[src/rtl/adc_pkg.sv]
// Shared types and derived constants for the SPI ADC sampler and its consumers.
package adc_pkg;

    localparam int ADC_DATA_BITS = 12;

    typedef enum logic [1:0] {
        IDLE     = 2'd0,
        CS_SETUP = 2'd1,
        SHIFT    = 2'd2,
        CS_HOLD  = 2'd3
    } adc_state_t;

    function automatic int total_bits(input int lead_bits, input int data_bits);
        return lead_bits + data_bits;
    endfunction

    // clk cycles with chip select low: setup + all SCLK periods + hold
    function automatic int conv_cycles(input int clk_div, input int lead_bits, input int data_bits);
        return 2 * clk_div + 2 * clk_div * total_bits(lead_bits, data_bits);
    endfunction

endpackage

[src/rtl/adc_spi_sampler_if.sv]
// SPI pins and sample outputs of the ADC sampler bundled as one port.
interface adc_spi_sampler_if import adc_pkg::*; #(
    parameter int DATA_BITS = ADC_DATA_BITS
) ();
    logic                 spi_cs_n;
    logic                 spi_sclk;
    logic                 spi_miso;
    logic [DATA_BITS-1:0] sensor_reading;
    logic                 sample_valid;
    logic                 busy;

    modport master (
        output spi_cs_n, spi_sclk, sensor_reading, sample_valid, busy,
        input  spi_miso
    );

    modport slave (
        input  spi_cs_n, spi_sclk, sensor_reading, sample_valid, busy,
        output spi_miso
    );
endinterface

[src/rtl/sync_2ff.sv]
// Two-flop synchronizer for signals arriving asynchronously to clk.
module sync_2ff #(
    parameter int WIDTH = 1
) (
    input  logic             clk,
    input  logic             reset,
    input  logic [WIDTH-1:0] d_i,
    output logic [WIDTH-1:0] q_o
);
    logic [WIDTH-1:0] meta_q;
    logic [WIDTH-1:0] sync_q;

    always_ff @(posedge clk) begin
        if (reset) begin
            meta_q <= '0;
            sync_q <= '0;
        end else begin
            meta_q <= d_i;
            sync_q <= meta_q;
        end
    end

    assign q_o = sync_q;
endmodule

[src/rtl/adc_spi_sampler.sv]
// Periodic MCP3201-style SPI conversion engine publishing the latest 12-bit sample.
//
// state    | meaning
// IDLE     | cs_n high, waiting for enable at period_cnt == 0
// CS_SETUP | cs_n low, sclk low for CLK_DIV cycles before the first bit
// SHIFT    | clocking lead + data bits, sampling at the end of each high phase
// CS_HOLD  | cs_n low for CLK_DIV cycles after the last bit, then release
module adc_spi_sampler import adc_pkg::*; #(
    parameter int CLK_DIV       = 4,
    parameter int DATA_BITS     = ADC_DATA_BITS,
    parameter int LEAD_BITS     = 3,
    parameter int SAMPLE_PERIOD = 1000
) (
    input  logic               clk,
    input  logic               reset,
    input  logic               enable,
    adc_spi_sampler_if.master  spi
);
    localparam int TOTAL_BITS  = total_bits(LEAD_BITS, DATA_BITS);
    localparam int CONV_CYCLES = conv_cycles(CLK_DIV, LEAD_BITS, DATA_BITS);
    localparam int HW = $clog2(CLK_DIV);
    localparam int BW = $clog2(TOTAL_BITS);
    localparam int PW = $clog2(SAMPLE_PERIOD);

    localparam logic [HW-1:0] HALF_LAST   = HW'(CLK_DIV - 1);
    localparam logic [BW-1:0] BIT_LAST    = BW'(TOTAL_BITS - 1);
    localparam logic [PW-1:0] PERIOD_LAST = PW'(SAMPLE_PERIOD - 1);

    if (CLK_DIV < 3) begin : g_bad_clk_div
        $error("adc_spi_sampler: CLK_DIV must be >= 3");
    end
    if (SAMPLE_PERIOD < CONV_CYCLES + 1) begin : g_bad_period
        $error("adc_spi_sampler: SAMPLE_PERIOD must be >= CONV_CYCLES+1");
    end
    if (DATA_BITS < 2) begin : g_bad_data_bits
        $error("adc_spi_sampler: DATA_BITS must be >= 2");
    end

    adc_state_t           state_q;
    logic [HW-1:0]        half_cnt_q;
    logic [BW-1:0]        bit_cnt_q;
    logic [PW-1:0]        period_cnt_q;
    logic [PW-1:0]        period_cnt_d;
    logic [DATA_BITS-1:0] shift_q;
    logic [DATA_BITS-1:0] reading_q;
    logic                 cs_n_q;
    logic                 sclk_q;
    logic                 valid_q;
    logic                 busy_q;
    logic                 miso_s;

    sync_2ff #(.WIDTH(1)) u_miso_sync (
        .clk   (clk),
        .reset (reset),
        .d_i   (spi.spi_miso),
        .q_o   (miso_s)
    );

    // Free-running conversion pacing, independent of enable and state
    always_comb begin
        period_cnt_d = period_cnt_q + 1'b1;
        if (period_cnt_q == PERIOD_LAST) begin
            period_cnt_d = '0;
        end
    end

    always_ff @(posedge clk) begin
        if (reset) begin
            period_cnt_q <= '0;
        end else begin
            period_cnt_q <= period_cnt_d;
        end
    end

    always_ff @(posedge clk) begin
        if (reset) begin
            state_q    <= IDLE;
            half_cnt_q <= '0;
            bit_cnt_q  <= '0;
            shift_q    <= '0;
            reading_q  <= '0;
            cs_n_q     <= 1'b1;
            sclk_q     <= 1'b0;
            valid_q    <= 1'b0;
            busy_q     <= 1'b0;
        end else begin
            valid_q <= 1'b0;
            unique case (state_q)
                IDLE: begin
                    if (enable && period_cnt_q == '0) begin
                        state_q    <= CS_SETUP;
                        cs_n_q     <= 1'b0;
                        busy_q     <= 1'b1;
                        half_cnt_q <= HALF_LAST;
                    end
                end
                CS_SETUP: begin
                    if (half_cnt_q == '0) begin
                        state_q    <= SHIFT;
                        sclk_q     <= 1'b1;
                        half_cnt_q <= HALF_LAST;
                        bit_cnt_q  <= BIT_LAST;
                    end else begin
                        half_cnt_q <= half_cnt_q - 1'b1;
                    end
                end
                SHIFT: begin
                    if (half_cnt_q != '0) begin
                        half_cnt_q <= half_cnt_q - 1'b1;
                    end else if (sclk_q) begin
                        // Lead bits simply fall off the top of the register
                        shift_q    <= {shift_q[DATA_BITS-2:0], miso_s};
                        sclk_q     <= 1'b0;
                        half_cnt_q <= HALF_LAST;
                    end else if (bit_cnt_q == '0) begin
                        reading_q  <= shift_q;
                        valid_q    <= 1'b1;
                        state_q    <= CS_HOLD;
                        half_cnt_q <= HALF_LAST;
                    end else begin
                        bit_cnt_q  <= bit_cnt_q - 1'b1;
                        sclk_q     <= 1'b1;
                        half_cnt_q <= HALF_LAST;
                    end
                end
                CS_HOLD: begin
                    if (half_cnt_q == '0) begin
                        state_q <= IDLE;
                        cs_n_q  <= 1'b1;
                        busy_q  <= 1'b0;
                    end else begin
                        half_cnt_q <= half_cnt_q - 1'b1;
                    end
                end
                default: state_q <= IDLE;
            endcase
        end
    end

    assign spi.spi_cs_n       = cs_n_q;
    assign spi.spi_sclk       = sclk_q;
    assign spi.sensor_reading = reading_q;
    assign spi.sample_valid   = valid_q;
    assign spi.busy           = busy_q;
endmodule

[src/flat_wrapper.sv]
// flat-port wrapper written by rule: the top's interface ports become plain ports
module adc_spi_sampler_flat import adc_pkg::*;
#(
    parameter int CLK_DIV       = 4,
    parameter int DATA_BITS     = ADC_DATA_BITS,
    parameter int LEAD_BITS     = 3,
    parameter int SAMPLE_PERIOD = 1000
)
  (clk, reset, enable, spi_spi_cs_n, spi_spi_sclk, spi_sensor_reading, spi_sample_valid, spi_busy, spi_spi_miso);
  adc_spi_sampler_if #(.DATA_BITS(DATA_BITS)) spi_i ();
  input  logic clk;
  input  logic reset;
  input  logic enable;
  output wire logic [$bits(spi_i.spi_cs_n)-1:0] spi_spi_cs_n;
  output wire logic [$bits(spi_i.spi_sclk)-1:0] spi_spi_sclk;
  output wire logic [$bits(spi_i.sensor_reading)-1:0] spi_sensor_reading;
  output wire logic [$bits(spi_i.sample_valid)-1:0] spi_sample_valid;
  output wire logic [$bits(spi_i.busy)-1:0] spi_busy;
  input wire logic [$bits(spi_i.spi_miso)-1:0] spi_spi_miso;
  assign spi_spi_cs_n = spi_i.spi_cs_n;
  assign spi_spi_sclk = spi_i.spi_sclk;
  assign spi_sensor_reading = spi_i.sensor_reading;
  assign spi_sample_valid = spi_i.sample_valid;
  assign spi_busy = spi_i.busy;
  assign spi_i.spi_miso = spi_spi_miso;
  adc_spi_sampler #(.CLK_DIV(CLK_DIV), .DATA_BITS(DATA_BITS), .LEAD_BITS(LEAD_BITS), .SAMPLE_PERIOD(SAMPLE_PERIOD)) u_core (.clk(clk), .reset(reset), .enable(enable), .spi(spi_i));
endmodule
[config.mk]
export PLATFORM = sky130hd
export DESIGN_NAME = adc_spi_sampler_flat
export DESIGN_NICKNAME = d
export VERILOG_FILES = /design/src/rtl/adc_pkg.sv /design/src/rtl/adc_spi_sampler_if.sv /design/src/rtl/sync_2ff.sv /design/src/rtl/adc_spi_sampler.sv /design/src/flat_wrapper.sv
export SDC_FILE = /design/constraint.sdc
export NUM_CORES = 1
export LEC_CHECK = 0
export ABC_AREA = 1
export CAP_MARGIN = 0
export CORE_MARGIN = 4
export CORE_UTILIZATION = 56
export CTS_CLUSTER_DIAMETER = 40
export DETAILED_ROUTE_END_ITERATION = 7
export PLACE_DENSITY = 0.82
export SLEW_MARGIN = 20
export SYNTH_ARGS = -nofsm -noshare
export SYNTH_HDL_FRONTEND = slang
export SYNTH_SLANG_ARGS = --single-unit
[constraint.sdc]
create_clock -name clk -period 1.6 [get_ports clk]
set_input_delay 0.48 -clock clk [delete_from_list [all_inputs] [get_ports clk]]
set_output_delay 0.48 -clock clk [all_outputs]
set_load 0.05 [all_outputs]
==> impl_results.md, run 1 <==
* Status: finished clean
* Pwr Total at 4478 µW
* Worst r2r src: u_core.state_q[0]$_SDFFE_PP0P_
* NumNets Final at ~320
* Starting Density at 58.68%
* Vias in the first global route at 1,692
* Cells along the critical path: inv_1 -> buf_4 -> ha_1 -> nand3_2 -> nor2_4 -> inv_2 -> o21ai_1 -> nor2_1
* WHS at 0.4040 ns
* CP startpoint: u_core.state_q[0]$_SDFFE_PP0P_
* Most frequent cells in the layout: 54 x nor2_1, 48 x dfxtp_1, 42 x nand2_1
* Cts hold-fix bufs at 0
* Die height at 70.17 µm
* Sequential-to-total area share from yosys stat at 44.39%
* Pwr/cell area at around 1700 nW/µm²
* Skew final at 0.004666 ns
* Via density at between 5 and 6
* Pre-antenna DRT Iters at 4
* Crit path buffers/inverters at 3
* Crit path DAT at 1.65 ns
* Final setup vio count at 0
* Cell variety after synth at 29
* Slowest stage delay, CP at approximately 0.33 ns
* Post-route cell area at 2695 µm²
* # port buffers at 19
* Fin crit period at around 1.4 ns
* Synthesis-to-finish area growth at 24.51%
* Share of cells above drive strength 1 at 19.94%
* Avg Inst Size Synth at ~7.7 µm²
* GR Overflow Total at 0
* Crit share post-route at between 90% and 100%
* Worst min path class: flip-flop to flip-flop
* Via count at 1,796
* Final WL at roughly 4000 µm
* Antenna fix cells at 0
* Initial antenna violation count at 0
* Core Box Area at 3689 µm²
* Max Clock Freq at about 0.69 GHz
* Syn Std Cell Area at 2165 µm²
* WHS Endpoint: u_core.u_miso_sync.q_o$_SDFF_PP0_
* Hold path cells at 2
* Crit-path slowest cell: dfxtp_1
* Clock root cell: clkbuf_8
* DRT antenna net count at 0
* Worst-case reg-to-reg path depth at 8
* WL per Instance at 11.03 µm
* Placer Congestion at 0.8385
* Clk Latency, worst-skew pair at around 0.30 ns
* Top-Level Pins at 20
* First DRT Iteration DRCs at 95
* Commonest non-fill, non-tap cell in the layout: nor2_1
* Slew Viols, Final at 0
* Dpl hpwl at ~2900 µm
* Slew HR at 83.69%
* Crit. End Element: flip-flop
* CP Class: flip-flop to flip-flop
* Multi-input logic area at 1032 µm²
* R2r setup slk at 0.15 ns
* Worst-path clk slew at ~0.08 ns
* WP data required at 1.80 ns
* CTS tree: built
* H-tree depth at 2
* Rows at 22
* First-pass GRT wire length at 7017 µm
* FF-to-FF End: u_core.bit_cnt_q[0]$_SDFFE_PP0P_
* Largest net degree at the start of global routing at 21
* Hold Crit Start: u_core.u_miso_sync.meta_q$_SDFF_PP0_
* FF+latch count, synth at 48
* Register area at 960.9 µm²
* Cells after Synth at 282
* Final Hold Vio Count at 0
* Setup TNS at 0 ns
* Max-Cap Viols at 0
* Placed cell areas at ~2600 µm²
* Critical path's top delay family: flip-flops
* Worst slew pin tran at 0.2440 ns
* Die width at around 70 µm
* RSZ-0062 raised after global routing: no
* Clk buf depth at 2
* Worst VDD drop at around 1200 µV
* Net Count, Synth at 295
* Number of buffers created by CTS at 5
* Crit Path Max Fanout at 5
* Leakage at 0.001081 µW
* GRT Total Usage at 17.45%
* Die Footprint at 4924 µm²
* Residual DRC count at 0
* CTS Sinks at 48
* Fill cells at 269
* Critical Path Start Type: flip-flop
* Synth Warn # at 0
[kinds of logic after synthesis]
group / synth area share, %
compound gates: 10.69
xor+xnor: 2.832
fa+ha+maj: 5.202
buf+inv: 8.149
flops: 44.39
simple gates: 28.73
[worst register-to-register path: stages, from the launching register on]
cell and delay, ns:
dfxtp_1 0.33, inv_1 0.06, buf_4 0.13, ha_1 0.32, nand3_2 0.13, nor2_4 0.15
inv_2 0.06, o21ai_1 0.11, nor2_1 0.05
[per-layer routing]
| metal | global-route usage (%) | wire (µm) | up-vias |
|---|---|---|---|
| met5 | 0 | 0 | - |
| met4 | 7.872 | 79 | 0 |
| met3 | 4.748 | 155 | 6 |
| met2 | 31.79 | 2001 | 31 |
| met1 | 18.54 | 1724 | 808 |
| li1 | - | - | 951 |
[how the worst max path moves through the flow]
stage	cells after the start	slack, ns	endpoint
CTS	8	0.06	u_core.spi.sensor_reading[10]$_SDFFE_PP0P_
global placement	6	-0.05	u_core.half_cnt_q[0]$_SDFFE_PP0P_
finish	8	0.15	u_core.bit_cnt_q[0]$_SDFFE_PP0P_
detailed placement	6	-0.09	u_core.half_cnt_q[1]$_SDFFE_PP0P_
global route	8	0.02	u_core.bit_cnt_q[0]$_SDFFE_PP0P_
floorplan	9	0.16	u_core.bit_cnt_q[0]$_SDFFE_PP0P_
[cells in the mapped netlist, drive strengths merged]
master,instances,area [µm²]
a21oi,23,118.9
buf,7,58.80
clkbuf,3,11.26
clkinv,2,8.750
dfxtp,48,960.9
ha,9,112.6
inv,26,97.59
nand2,46,187.7
nand3,24,140.1
nand4,2,12.51
nor2,63,261.5
nor3,3,20.02
o21ai,18,93.84
o21bai,1,18.77
xnor2,4,35.03
xor2,3,26.28
[sequential cells by signal, indices dropped and copies added (netlist names)]
register                   count
u_core.spi.sample_valid        1
u_core.half_cnt_q              2
u_core.u_miso_sync.meta_q      1
u_core.spi.spi_sclk            1
u_core.period_cnt_q           10
u_core.spi.busy                1
u_core.spi.spi_cs_n            1
u_core.shift_q                12
u_core.u_miso_sync.q_o         1
u_core.spi.sensor_reading     12
u_core.bit_cnt_q               4
u_core.state_q                 2
[layout make-up]
class,count,share of cell area [%]
clock inverter,1,0.2786
multi-input combinational,196,38.30
timing repair buffer,31,16.34
sequential,48,35.65
clock buffer,7,3.203
inverter,28,3.993
tap,48,2.228
[timing repair]
item,in CTS,in global routing
hold endpoints to repair,0,0
endpoints found under the setup margin,0,6
buffers inserted,0,0
gates resized for setup,0,3
[through the flow]
stage | utilization [%] | cells | worst slack (ns)
final | 73.07 | 359 | 0.1512
after global routing | 73.07 | 359 | 0.01747
after CTS | 72.90 | 359 | 0.06215
after detailed placement | 70.35 | 351 | -0.09172
after global placement | 70.35 | 351 | -0.04569
after floorplan | - | 282 | 0.1638
[report_power, final]
part | leakage (µW) | total [µW] | switching [µW] | internal (µW)
sequential | 0.000391 | 1550 | 165 | 1390
clock | 0.0000445 | 734 | 383 | 351
combinational | 0.000646 | 2190 | 1260 | 927
Note: power is estimated with default switching activity, not from simulation.
==> run 2: changes to the inputs <==
Settings changed: CORE_MARGIN 4 to default.
==> impl_results.md, run 2 (synthesis results as in run 1) <==
* First-pass GRT wire length at 6913 µm (-1.5%)
* Commonest non-fill, non-tap cell in the layout: nor2_1
* Vias in the first global route at 1,693 (+0.059%)
* Post-route cell area at 2688 µm² (-0.28%)
* Slew Viols, Final at 0 (unchanged)
* Slew HR at 82.90% (-0.79 points)
* WHS at 0.4045 ns (+0.0005120 ns)
* Final WL at 3913 µm (-1.2%)
* Largest net degree at the start of global routing at 21 (unchanged)
* Die width at 64.17 µm (-8.6%)
* Via count at 1,813 (+0.95%)
* Max-Cap Viols at 0 (unchanged)
* Status: finished clean
* Cts hold-fix bufs at 0 (unchanged)
* Post-CTS Setup Bufs at 0 (unchanged)
* GRT Total Usage at 21.24% (+3.8 points)
* Clock root cell: clkbuf_8
* Worst-path clk slew at 0.09 ns (about the same)
* H-tree depth at 2 (unchanged)
* Final setup vio count at 0 (unchanged)
* Die Footprint at 4118 µm² (-16%)
* Synthesis-to-finish area growth at 24.16%
* Final Hold Vio Count at 0 (unchanged)
* Clk Latency, worst-skew pair at 0.30 ns (about the same)
* Pwr/cell area at 1664 nW/µm² (+0.15%)
* Dpl hpwl at 2782 µm (-4.5%)
* Worst slew pin tran at 0.2559 ns (+0.01185 ns)
* Top-Level Pins at 20 (unchanged)
* Number of buffers created by CTS at 5 (unchanged)
* DRT antenna net count at 0 (unchanged)
* Die height at 64.17 µm (-8.6%)
* Worst VDD drop at 1190 µV (+2.8%)
* GR Overflow Total at 0 (unchanged)
* Starting Density at 58.68% (unchanged)
* Core Box Area at 3689 µm² (unchanged)
* NumNets Final at 322 (-0.31%)
* Critical Path Start Type: flip-flop
* CTS tree: built
* Worst min path class: flip-flop to flip-flop
* # port buffers at 19 (unchanged)
* CP Class: flip-flop to flip-flop
* Via density at 5.064 (+1.2%)
* Crit path DAT at 1.67 ns (+0.02 ns)
* Initial antenna violation count at 0 (unchanged)
* Pre-antenna DRT Iters at 4 (unchanged)
* Pwr Total at 4472 µW (-0.13%)
* Resize count post-CTS at 0 (unchanged)
* Most frequent cells in the layout: 55 x nor2_1, 48 x dfxtp_1, 42 x nand2_1
* WL per Instance at 10.93 µm (-0.94%)
* Share of cells above drive strength 1 at 19.68% (-0.26 points)
* Crit. End Element: flip-flop
* Leakage at 0.001084 µW (+0.29%)
* Fin crit period at 1.461 ns (+0.01179 ns)
* Residual DRC count at 0 (unchanged)
* CTS Sinks at 48 (unchanged)
* WP data required at 1.81 ns (about the same)
* Antenna fix cells at 0 (unchanged)
* Rows at 22 (unchanged)
* Clk buf depth at 2 (unchanged)
* First DRT Iteration DRCs at 85 (-11%)
* Skew final at 0.003620 ns (-0.001045 ns)
* Crit Path Max Fanout at 5 (unchanged)
* Max Clock Freq at 0.6847 GHz (-0.81%)
* Placed cell areas at 2587 µm² (-0.29%)
* Placer Congestion at 0.7901 (-5.8%)
* Crit share post-route at 91.28% (+0.74 points)
run 2: changes by cell type in the layout (fill, tap and decap cells not counted):
cell and change:
inv_6 +1, clkinvlp_4 -1, nor2_1 +1, clkbuf_1 -1, nor2_2 -1, clkinv_2 +1, buf_4 -1
run 2: final cells by class:
cell class | count | area, µm²
Clock inverter | 2 | 13.76
Multi-Input combinational cell | 196 | 1030
Tap cell | 48 | 60.06
Sequential cell | 48 | 960.9
Fill cell | 284 | 1001
Clock buffer | 6 | 82.58
Timing Repair Buffer | 30 | 432.9
Inverter | 28 | 107.6
run 2: critical path: stages, from the launching register on:
cell,delay (ns)
dfxtp_1,0.33
inv_1,0.07
buf_4,0.14
ha_1,0.33
nand3_2,0.12
nor2_4,0.15
inv_2,0.06
o21ai_1,0.12
nor2_1,0.05
run 2: path summary, 6_finish.rpt:
kind	start	endpoint	slack [ns]	cells after the start
max	u_core.state_q[0]$_SDFFE_PP0P_	u_core.bit_cnt_q[0]$_SDFFE_PP0P_	0.14	8
min	u_core.u_miso_sync.meta_q$_SDFF_PP0_	u_core.u_miso_sync.q_o$_SDFF_PP0_	0.40	2
max reg2reg	u_core.state_q[0]$_SDFFE_PP0P_	u_core.bit_cnt_q[0]$_SDFFE_PP0P_	0.14	8
min reg2reg	u_core.u_miso_sync.meta_q$_SDFF_PP0_	u_core.u_miso_sync.q_o$_SDFF_PP0_	0.40	2
run 2: where the power goes:
group	total, µW	switching (µW)	leakage, µW	internal, µW
logic	2150	1250	0.000642	900
clock network	764	411	0.0000516	354
registers	1560	165	0.000391	1390
total	4470	1830	0.00108	2640
run 2: per-stage QoR:
stage / setup WS (ns) / util, % / cells / TNS, ns
floorplan: 0.1638 / - / 282 / 0
global placement: -0.04729 / 70.15 / 350 / -0.1896
detailed placement: -0.06515 / 70.15 / 350 / -0.2759
CTS: 0.03977 / 72.76 / 358 / 0
global route: -0.006658 / 72.86 / 358 / -0.006658
finish: 0.1395 / 72.86 / 358 / 0
run 2: metal layers:
layer / wire length [µm] / track usage (%) / vias up
li1: - / - / 953
met1: 1809 / 25.20 / 829
met2: 1939 / 36.97 / 24
met3: 102 / 3.929 / 7
met4: 62 / 9.722 / 0
met5: 0 / 0 / -
==> run 3: changes to the inputs <==
Settings changed: CORE_UTILIZATION 56 to 51, PLACE_DENSITY 0.82 to 0.79.
Clock period 1.6 ns to 1.3 ns, I/O delays scaled along.
==> impl_results.md, run 3 (synthesis results as in run 1) <==
* Clk buf depth at 2 (unchanged)
* Share of cells above drive strength 1 at 37.61% (+18 points)
* Placed cell areas at 2678 µm² (+3.5%)
* Switch Pwr at 2618 µW (+43%)
* NumNets Final at 339 (+5.3%)
* Slowest stage delay, CP at 0.36 ns (+0.03 ns)
* Antenna fix cells at 0 (unchanged)
* WHS Endpoint: u_core.u_miso_sync.q_o$_SDFF_PP0_
* Fill cells at 250 (-12%)
* DRT antenna net count at 0 (unchanged)
* Worst r2r src: u_core.state_q[1]$_SDFFE_PP0P_
* Initial antenna violation count at 0 (unchanged)
* RSZ-0062 raised after global routing: yes
* Worst min path class: flip-flop to flip-flop
* Residual DRC count at 0 (unchanged)
* CP Class: flip-flop to flip-flop
* Internal Power at 3533 µW (+34%)
* WL per Instance at 13.94 µm (+28%)
* Via density at 5.456 (+7.7%)
* Max-Cap Viols at 0 (unchanged)
* # port buffers at 19 (unchanged)
* Gate power share at 53.3% (+5.2 points)
* Most frequent cells in the layout: 44 x nor2_1, 39 x dfxtp_1, 38 x nand2_1
* Post-route cell area at 3073 µm² (+14%)
* Via count at 2,057 (+13%)
* Die width at 67.15 µm (+4.6%)
* Sw Ratio at 42.56% (+1.7 points)
* CTS tree: built
* Critical Path Start Type: flip-flop
* Core Box Area at 4029 µm² (+9.2%)
* Cells along the critical path: buf_6 -> ha_4 -> nand2_2 -> buf_4 -> inv_2 -> buf_6 -> nand3_1 -> a21oi_1
* WP data required at 1.53 ns (-0.28 ns)
* Commonest non-fill, non-tap cell in the layout: nor2_1
* Final WL at 5257 µm (+34%)
* Fin util at 76.27% (+3.4 points)
* Worst slew pin tran at 0.3089 ns (+0.05296 ns)
* GRT Total Usage at 22.61% (+1.4 points)
* Final WS setup at -0.1346 ns (-0.2741 ns)
* Leakage at 0.001228 µW (+13%)
* Synthesis-to-finish area growth at 41.97%
* First-pass GRT wire length at 7596 µm (+9.9%)
* GR Overflow Total at 0 (unchanged)
* Dpl hpwl at 3008 µm (+8.1%)
* CP dominant cell by count: buf_6
* Clock root cell: clkbuf_8
* Pre-antenna DRT Iters at 5 (+1)
* Die height at 67.15 µm (+4.6%)
* Rows at 23 (+4.5%)
* Worst VDD drop at 1471 µV (+24%)
* Largest net degree at the start of global routing at 21 (unchanged)
* Status: complete, but fails checks
* Crit. End Element: flip-flop
* Die Footprint at 4509 µm² (+9.5%)
* Starting Density at 53.73% (-5.0 points)
* Pwr/cell area at 2002 nW/µm² (+20%)
* Crit-path slowest cell: dfxtp_2
* Crit path DAT at 1.66 ns (about the same)
* Number of buffers created by CTS at 5 (unchanged)
* Failing checks: negative setup slack
* Worst-path clk slew at 0.08 ns (about the same)
* Slew Viols, Final at 0 (unchanged)
* Skew final at 0.008882 ns (+0.005262 ns)
* H-tree depth at 2 (unchanged)
* Worst-case reg-to-reg path depth at 8 (unchanged)
* Setup TNS at -3.006 ns (-3.006 ns)
* CTS Sinks at 48 (unchanged)
* Hold Crit Start: u_core.u_miso_sync.meta_q$_SDFF_PP0_
* First DRT Iteration DRCs at 142 (+67%)
* Clk Latency, worst-skew pair at 0.30 ns (about the same)
* Post-route insts no fill at 377 (+5.3%)
* Fin crit period at 1.435 ns (-0.02592 ns)
* Top-Level Pins at 20 (unchanged)
* Placed cell count at 361 (+3.1%)
* Slew HR at 79.38% (-3.5 points)
* FF-to-FF End: u_core.shift_q[8]$_SDFFE_PP0P_
* Hold path cells at 2 (unchanged)
* Crit Path Max Fanout at 12 (+7)
* R2r setup slk at -0.13 ns (-0.27 ns)
* Final setup vio count at 45 (+45)
* Final Hold Vio Count at 0 (unchanged)
* Vias in the first global route at 1,777 (+5.0%)
* Crit share post-route at 110.4% (+19 points)
* Clock share of power at 14.3% (-2.8 points)
* Seq pwr share at 32.4% (-2.4 points)
* Max Clock Freq at 0.6970 GHz (+1.8%)
* Placer Congestion at 0.8178 (+3.5%)
## run 3: changes by cell type in the layout (fill, tap and decap cells not counted), moves of 5 or more
cell	change
dfxtp_2	+5
ha_1	-5
inv_1	-7
nor2_2	+7
dfxtp_1	-9
buf_4	+10
nor2_1	-11
## run 3: worst max-delay path by stage
stage	start	to	slack, ns
after floorplan	u_core.state_q[0]$_SDFFE_PP0P_	u_core.bit_cnt_q[0]$_SDFFE_PP0P_	-0.06
after global placement	enable	u_core.spi.busy$_SDFFE_PP0P_	-0.26
after detailed placement	enable	u_core.spi.busy$_SDFFE_PP0P_	-0.29
after CTS	u_core.state_q[1]$_SDFFE_PP0P_	u_core.bit_cnt_q[0]$_SDFFE_PP0P_	-0.1
after global routing	u_core.state_q[0]$_SDFFE_PP0P_	u_core.state_q[0]$_SDFFE_PP0P_	-0.22
final	u_core.state_q[1]$_SDFFE_PP0P_	u_core.shift_q[8]$_SDFFE_PP0P_	-0.13
## run 3: routing by layer
layer / up-vias / wire (µm) / track usage, %
met1: 966 / 2143 / 25.83
met4: 0 / 133 / 10.90
met2: 86 / 2701 / 39.25
li1: 989 / - / -
met3: 16 / 279 / 5.405
met5: - / 0 / 0
## run 3: area by class of cell
class	instances	area [µm²]	area share, %
Multi-Input combinational cell	199	1265	41.16
Sequential cell	48	982.2	31.96
Timing Repair Buffer	43	541.8	17.63
Inverter	28	125.1	4.072
Clock buffer	5	68.82	2.239
Tap cell	50	62.56	2.036
Clock inverter	3	18.77	0.6107
Timing Repair inverter	1	8.758	0.2850
## run 3: power by group through the flow
stage,combinational (µW),clock [µW],sequential [µW]
after floorplan,1500,0,2290
after global placement,2740,0,1960
after detailed placement,2810,0,1970
after CTS,2980,901,1960
after global routing,3520,974,2020
final,3280,881,1990
## run 3: timing repair
action / CTS / global route
hold buffers: 0 / 0
setup endpoints to repair: 36 / 46
pin swaps: 12 / 18
gates resized for setup: 19 / 53
gates cloned: 2 / 2
setup buffers: 4 / 0
## run 3: through the flow
stage	hold WS (ns)	total power (µW)	worst slack, ns
finish	0.4164	6152	-0.1346
global route	0.4298	6513	-0.2243
CTS	0.4179	5840	-0.09599
detailed placement	0.4051	4783	-0.2908
global placement	0.3950	4701	-0.2567
floorplan	0.3883	3787	-0.05505
## run 3: worst max-delay path: cells and delay by family, from the launching register on
family                   cells  cell delay, ns
buffers and inverters        4            0.43
AO/OA/AOI/OAI                1            0.18
AND/OR/NAND/NOR              2            0.20
flip-flops                   1            0.36
adder cells (fa/ha/maj)      1            0.18
